<file path="src/rtl/regfile_sb.sv">
`default_nettype none
// ============================================================================
// regfile_sb : register file with write bypass, pending-write scoreboard and
//              a sequential clear sweep.            Revision: 1.0
// ============================================================================
module regfile_sb #(
    parameter int XLEN     = 32,
    parameter int NREGS    = 32,
    parameter int AW       = $clog2(NREGS),
    parameter int NREAD    = 2,
    parameter int ZERO_REG = 1
) (
    input  logic                        clock,
    input  logic                        reset,
    input  logic                        wr_en,
    input  logic [AW-1:0]               wr_addr,
    input  logic [XLEN-1:0]             wr_data,
    input  logic                        issue_en,
    input  logic [AW-1:0]               issue_addr,
    input  logic                        clr_req,
    input  logic [NREAD*AW-1:0]         rd_addr,
    output logic [NREAD*XLEN-1:0]       rd_data,
    output logic [NREAD-1:0]            rd_busy,
    output logic [$clog2(NREGS+1)-1:0]  pend_cnt,
    output logic                        ready
);

    localparam int          c_pw       = $clog2(NREGS + 1);
    localparam logic        c_zr       = (ZERO_REG != 0);
    localparam logic [AW:0] c_last     = (AW + 1)'(NREGS - 1);
    localparam logic [0:0]  c_st_clear = 1'b0;
    localparam logic [0:0]  c_st_ready = 1'b1;

    logic [0:0]       r_state;
    logic [AW:0]      r_idx;
    logic [NREGS-1:0] r_busy;
    logic [c_pw-1:0]  r_pend;
    logic             r_ready;
    logic [XLEN-1:0]  r_mem [NREGS];

    logic             w_wq;
    logic             w_iq;
    logic             w_inc;
    logic             w_dec;
    logic [NREGS-1:0] w_busy_nxt;

    assign w_wq = (r_state == c_st_ready) && wr_en && !(c_zr && (wr_addr == '0));
    assign w_iq = (r_state == c_st_ready) && issue_en && !(c_zr && (issue_addr == '0));

    // A same-address issue keeps the bit set, so the write then does not decrement.
    assign w_inc = w_iq && !r_busy[issue_addr];
    assign w_dec = w_wq && r_busy[wr_addr] && !(w_iq && (issue_addr == wr_addr));

    always_comb begin
        w_busy_nxt = r_busy;
        if (w_wq) w_busy_nxt[wr_addr] = 1'b0;
        if (w_iq) w_busy_nxt[issue_addr] = 1'b1;
    end

    always_ff @(posedge clock) begin
        if (!reset) begin
            r_state <= c_st_clear;
            r_idx   <= '0;
            r_busy  <= '0;
            r_pend  <= '0;
            r_ready <= 1'b0;
        end else begin
            case (r_state)
                c_st_clear: begin
                    r_idx <= r_idx + 1'b1;
                    if (r_idx == c_last) begin
                        r_state <= c_st_ready;
                        r_ready <= 1'b1;
                    end
                end
                default: begin
                    if (clr_req) begin
                        r_state <= c_st_clear;
                        r_idx   <= '0;
                        r_busy  <= '0;
                        r_pend  <= '0;
                        r_ready <= 1'b0;
                    end else begin
                        r_busy <= w_busy_nxt;
                        r_pend <= r_pend + c_pw'(w_inc) - c_pw'(w_dec);
                    end
                end
            endcase
        end
    end

    // Storage has no reset so it can map onto a RAM; the sweep zeroes it instead.
    always_ff @(posedge clock) begin
        if (reset) begin
            if (r_state == c_st_clear)
                r_mem[r_idx[AW-1:0]] <= '0;
            else if (w_wq && !clr_req)
                r_mem[wr_addr] <= wr_data;
        end
    end

    for (genvar gi = 0; gi < NREAD; gi++) begin : g_rd
        logic [AW-1:0]   w_a;
        logic [XLEN-1:0] w_data;
        logic            w_busy;

        assign w_a = rd_addr[gi*AW +: AW];

        always_comb begin
            w_data = r_mem[w_a];
            w_busy = r_busy[w_a];
            if (!r_ready || (c_zr && (w_a == '0))) begin
                w_data = '0;
                w_busy = 1'b0;
            end else if (w_wq && (wr_addr == w_a)) begin
                w_data = wr_data;
                w_busy = 1'b0;
            end
        end

        assign rd_data[gi*XLEN +: XLEN] = w_data;
        assign rd_busy[gi]              = w_busy;
    end

    assign pend_cnt = r_pend;
    assign ready    = r_ready;

endmodule
`default_nettype wire

</file>
<file path="config.mk">
export PLATFORM = sky130hd
export DESIGN_NAME = regfile_sb
export DESIGN_NICKNAME = d
export VERILOG_FILES = /design/src/rtl/regfile_sb.sv
export SDC_FILE = /design/constraint.sdc
export NUM_CORES = 1
export LEC_CHECK = 0
export ABC_CLOCK_PERIOD_IN_PS = 7500
export CAP_MARGIN = 20
export CORE_AREA = 8 8 302 304
export DETAILED_ROUTE_END_ITERATION = 8
export DIE_AREA = 0 0 310 312
export PLACE_DENSITY = 0.77
export SYNTH_ARGS = -nofsm -noshare
export SYNTH_HDL_FRONTEND = slang
export SYNTH_SLANG_ARGS = --single-unit
</file>
<file path="constraint.sdc">
create_clock -name clock -period 7.5 [get_ports clock]
set_clock_uncertainty 0.2 [all_clocks]
set_input_delay 1.125 -clock clock [delete_from_list [all_inputs] [get_ports clock]]
set_output_delay 1.125 -clock clock [all_outputs]
set_load 0.01 [all_outputs]
</file>
==> results of run 1 <==
==> metrics by stage <==
step / util [%] / setup slack (ps) / hold slack [ps]
detailed placement: 62.7 / 1090 / 306
global placement: 62.6 / 849 / 290
floorplan: - / 2940 / 279
CTS: 66.9 / 1070 / 323
global route: 67.1 / 1020 / 353
finish: 67.1 / 1010 / 323
==> where the power goes <==
part | switching [W] | internal [W] | total, W
clock network | 0.00235 | 0.00322 | 0.00557
registers | 0.0000167 | 0.00648 | 0.00650
logic | 0.000562 | 0.000350 | 0.000912
==> cell usage after synthesis, types with 17 or more instances <==
| master | n | area (µm²) |
|---|---|---|
| a21o_1 | 17 | 128 |
| a211oi_1 | 17 | 128 |
| edfxtp_1 | 1024 | 30700 |
| o22ai_1 | 127 | 795 |
| and3_1 | 34 | 213 |
| nand3_1 | 38 | 190 |
| a22oi_1 | 29 | 218 |
| buf_2 | 96 | 480 |
| a22o_1 | 28 | 245 |
| dfxtp_1 | 46 | 921 |
| nor2_1 | 62 | 233 |
| a31oi_1 | 24 | 150 |
| nand2_1 | 187 | 702 |
| nor4_1 | 26 | 163 |
| o21ai_0 | 73 | 365 |
| clkbuf_1 | 83 | 312 |
| nor2b_1 | 22 | 138 |
| a21oi_1 | 65 | 325 |
| buf_4 | 44 | 330 |
| mux4_2 | 502 | 11300 |
| a221oi_1 | 25 | 219 |
| mux2i_1 | 140 | 1400 |
==> worst max path at each step <==
stage	cells past startpoint	to
after floorplan	12	pend_cnt[4]
after global placement	10	rd_data[43]
after detailed placement	10	rd_data[40]
after CTS	10	rd_data[40]
after global routing	11	rd_data[34]
final	11	rd_data[34]
==> sequential cells by signal, summed over array words and instances, names as in the netlist <==
register	flops
r_state	1
pend_cnt	6
r_mem	1024
r_idx	6
r_busy	32
ready	1
==> placed cells by master (no fill, tap or decap), types with 9 or more instances in the layout <==
cell                n
nor2_4             33
mux2i_1           140
nor3_1             14
nor2_1             26
mux2_2              9
a21o_1             17
a31oi_1            23
buf_4              95
clkbuf_1           16
nor4_1             26
clkinv_1           27
a2111oi_0          11
nand2_1           187
xnor2_1             9
clkdlybuf4s50_1   121
o22ai_1           127
o21ai_0            73
buf_12             14
and3_1             34
dfxtp_1            46
clkbuf_16         114
a22oi_1            29
a211oi_1           17
o2111ai_1          12
a21oi_1            64
nor2b_1            19
clkinv_2           19
inv_1              12
a22o_1             28
a221oi_1           25
mux4_2            502
edfxtp_1         1024
nand3_1            36
xor2_1             12
bufinv_16          14
==> logic make-up (layout without fill, tap and decap cells) <==
family / count (synthesis) / after routing / synth area share [%]
DFF: 1070 / 1070 / 61.8
muxes: 651 / 651 / 25.0
AOI/OAI and AO/OA: 461 / 461 / 5.99
and+or+nand+nor: 434 / 434 / 4.07
buffers and inverters: 258 / 467 / 2.55
xor gates and xnor gates: 21 / 21 / 0.359
adders and majority gates: 8 / 8 / 0.210
other: 0 / 1 / 0
==> metal layers <==
| metal | part of all wire (%) | vias up |
|---|---|---|
| li1 | - | 12600 |
| met1 | 32 | 17000 |
| met2 | 45 | 3472 |
| met3 | 16 | 774 |
| met4 | 7.3 | 10 |
| met5 | 0.039 | - |
==> cell type report <==
cell class,count,area (µm²)
Timing Repair Buffer,253,2530
Tap cell,1155,1450
Clock inverter,72,743
Antenna cell,1,2.50
Fill cell,5623,28300
Clock buffer,129,2890
Multi-Input combinational cell,1575,18500
Inverter,13,48.8
Sequential cell,1070,31700
==> impl_metrics.ini, run 1 <==
[global_route]
grt_pass1_wl_um = 242000
grt_pass1_vias = 33800
grt_overflow = 0
antenna_found_initial = 8
gr-usage-met3_pct = 12.4
grt_max_degree = 100
track_usage_pct = 34.8
use_met2_pct = 51.2
busiest_layer = met2
grt_use_met1_pct = 44.9

[cts]
clk_pin_slew_ps = 60
cts.htree.levels = 3
cts_tree = built
cts_repair_resize_count = 0
clock_latency_ps = 670
ctsHoldBuffers = 0
cts-root-buf = clkbuf_16
clockBufferDepth = 3
postCtsSetupRepairBufs = 0
numClockSinks = 1070
numCtsBuffers = 109

[logic_synthesis]
synth.avg_cell_area_um2 = 17.6
synth_edf_count = 1024
synth_seq_cells = 1070
yosysSeqAreaShare_pct = 61.8
synth_nets = 2968
async_flop_share_pct = 0
synthCells = 2903
ys_types = 62
yosys_warnings = 0
synth_area_mm2 = 0.0512
dominantRegCellSynth = edfxtp_1

[floorplan]
dieArea_mm2 = 0.0967
die_h_um = 312
coreArea_mm2 = 0.0862
fp-row-count = 108
ios = 130
start_util_pct = 59.4
die-width_um = 310

[routing]
ant_nets = 0
drc = 0
drt-total-wl_um = 170000
detail_route.wl_per_cell_um = 39.9
dr.pass1.iters = 8
drt_iter0_markers = 5943
vias = 33800
viasPerCell = 7.92

[cells_and_area]
drive_above_1_share_pct = 27.2
fin_cells = 4268
finalNetCount = 3087
synthToLayoutAreaGrowth_pct = 13.0
final_area_mm2 = 0.0579

[pwr]
ir_worst_vdd_v = 0.000216
p_leak_nw = 18.7
p_per_area_mw_per_mm2 = 224
power_w = 0.0130

[critical_path]
end_kind = primary output
ff2ff_path_depth = 7
cp-start-kind = input pin
arrival_ps = 5170
crit_buf_inv = 5
cp_cell_sequence = clkdlybuf4s50_1 > nor2_2 > buf_4 > nand2_1 > o21ai_0 > nand2b_1 > buf_4 > a2111oi_0 > buf_1 > a21o_1 > clkdlybuf4s50_1
cpMaxStageDelayCell = clkdlybuf4s50_1
worst-r2r-setup-slack_ps = 2490
cp_top_family = buffers and inverters
critPathLaunch = rd_addr[9]
critPathKind = input pin to primary output
timing.rr.start = r_state
critical_path_peak_fanout = 19
worstReg2RegEnd = r_mem[3][27]
cp_data_required_time_ps = 6170
slowest_delay_ps = 790

[run]
maxCapViolCount = 0

[hold_path]
holdCritPathClass = register to register
min_from = pend_cnt[0]
hold_depth = 1
min_to = pend_cnt[0]

[place]
dp.cells = 4055
routabilityCongestion = 0.984
placed_area_mm2 = 0.0540
numPortBuffers = 129
dp_hpwl_um = 105000

[timing]
slew_headroom_pct = 20.7
rsz0062_at_grt = false
hold_viol = 0
tns_ps = 0
finalCriticalPeriod_ps = 6490
setup_viol = 0
finalMaxSlewViolations = 0
fmax_mhz = 154
finalCritPeriodShare_pct = 86.6
worst_slew_pin_slew_ps = 1190

[outcome]
status = finished, final reports clean
(Power assumes the default switching activity.)
==> inputs of run 2 (changes only) <==
--- a/config.mk
+++ b/config.mk
@@ -11,6 +11,7 @@
 export DETAILED_ROUTE_END_ITERATION = 8
 export DIE_AREA = 0 0 310 312
 export PLACE_DENSITY = 0.77
+export SLEW_MARGIN = 20
 export SYNTH_ARGS = -nofsm -noshare
 export SYNTH_HDL_FRONTEND = slang
 export SYNTH_SLANG_ARGS = --single-unit
==> run 2 against run 1 <==
Net effect:
- flip-flop and latch count stayed put
- sequential share of layout area is 0.47 points higher
- die area stayed put
- total power is 3.0% lower
- critical endpoint unchanged
==> impl_metrics.ini, run 2 (synthesis gave the netlist of run 1 again) <==
[pwr]
p_leak_nw = 18.5
p_per_area_mw_per_mm2 = 220
ir_worst_vdd_v = 0.000210
power_w = 0.0126

[routing]
viasPerCell = 7.94
ant_nets = 0
drt-total-wl_um = 170000
vias = 33700
dr.pass1.iters = 8
detail_route.wl_per_cell_um = 40.1
drc = 0
drt_iter0_markers = 5795

[run]
maxCapViolCount = 0

[place]
routabilityCongestion = 0.984
numPortBuffers = 129
dp_slack_ps = 1080
dp_hpwl_um = 104000
placed_area_mm2 = 0.0540

[timing]
setup_viol = 0
setup_slack_ps = 887
tns_ps = 0
finalCriticalPeriod_ps = 6610
hold_viol = 0
slew_headroom_pct = 6.41
finalMaxSlewViolations = 0
finalCritPeriodShare_pct = 88.2
fmax_mhz = 151
worst_slew_pin_slew_ps = 1370
rsz0062_at_grt = false

[global_route]
grt_pass1_vias = 33700
grt_overflow = 0
grt_pass1_wl_um = 242000
antenna_found_initial = 5
grt_max_degree = 100
track_usage_pct = 34.9

[hold_path]
hold_depth = 1
min_from = pend_cnt[0]
holdCritPathClass = register to register
min_to = pend_cnt[0]

[critical_path]
worstReg2RegEnd = r_mem[18][21]
cp_cell_sequence = clkdlybuf4s50_1 > nor2_2 > buf_4 > nand2_1 > o21ai_0 > nand2b_1 > buf_4 > a2111oi_1 > a21o_1 > clkdlybuf4s50_1
ff2ff_path_depth = 7
end_kind = primary output
cpMaxStageDelayCell = a2111oi_1
slowest_delay_ps = 970
cp_data_required_time_ps = 6170
timing.rr.start = r_state
arrival_ps = 5290
critical_path_peak_fanout = 19
cp-start-kind = input pin
worst-r2r-setup-slack_ps = 2450
critPathKind = input pin to primary output

[cts]
numClockSinks = 1070
cts.htree.levels = 3
cts-root-buf = clkbuf_16
numCtsBuffers = 108
ctsHoldBuffers = 0
clk_pin_slew_ps = 60
cts_repair_resize_count = 0
postCtsSetupRepairBufs = 0
clock_latency_ps = 700
clockBufferDepth = 3
cts_tree = built

[cells_and_area]
final_common_cell = edfxtp_1
regMostFlops = r_mem
reg_top3 = r_mem: 1024 flops, r_busy: 32 flops
largest_reg_flops = 1024
drive_above_1_share_pct = 27.3
final_area_mm2 = 0.0574
finalNetCount = 3070
synthToLayoutAreaGrowth_pct = 12.0
fillerInstances = 5685
mostFrequentLayoutCells = edfxtp_1 (1024), mux4_2 (502), nand2_1 (187)

[floorplan]
die-width_um = 310
start_util_pct = 59.4
fp-row-count = 108
coreArea_mm2 = 0.0862
die_h_um = 312
ios = 130
dieArea_mm2 = 0.0967

[outcome]
status = finished, final reports clean
run 2: how the worst max path moves through the flow:
stage                  startpoint     endpoint  slack [ps]  cells past startpoint
CTS                    rd_addr[9]  rd_data[40]        1050                     10
global route           rd_addr[9]  rd_data[34]         830                     10
floorplan           issue_addr[0]  pend_cnt[4]        2940                     12
detailed placement     rd_addr[9]  rd_data[40]        1080                     10
finish                 rd_addr[9]  rd_data[34]         890                     10
global placement       rd_addr[9]  rd_data[43]         850                     10
run 2: final cells by class:
type | instances | area, µm² | area share [%]
sequential | 1070 | 31700 | 55.2
multi-input combinational | 1575 | 18600 | 32.4
tap | 1155 | 1450 | 2.52
clock buffer | 130 | 2830 | 4.93
inverter | 13 | 48.8 | 0.0850
timing repair buffer | 237 | 2290 | 3.99
antenna | 2 | 5.00 | 0.00872
clock inverter | 65 | 500 | 0.872
run 2: critical path, delay by kind of cell:
family | cells | cell delay [ps]
buf+inv | 4 | 2000
compound gates | 3 | 1300
simple gates | 3 | 850
run 2: per-layer routing:
metal / wire (µm) / vias to the layer above / share of wire [%] / GRT usage [%]
li1: - / 12500 / - / -
met1: 53600 / 17000 / 31 / 44.6
met2: 76300 / 3370 / 45 / 51.8
met3: 27900 / 769 / 16 / 13.0
met4: 12500 / 2 / 7.4 / 19.6
met5: 12 / - / 0.0070 / 0
run 2: metrics by stage:
step	util, %	cells	hold slack (ps)
finish	66.6	4247	317
global route	66.6	4245	364
CTS	66.5	4244	328
detailed placement	62.6	4049	314
global placement	62.6	4047	290
floorplan	-	2903	279
run 2: power by group:
group | switching (W) | total, W | internal, W
clock network | 0.00236 | 0.00519 | 0.00283
logic | 0.000564 | 0.000915 | 0.000351
registers | 0.0000169 | 0.00650 | 0.00648
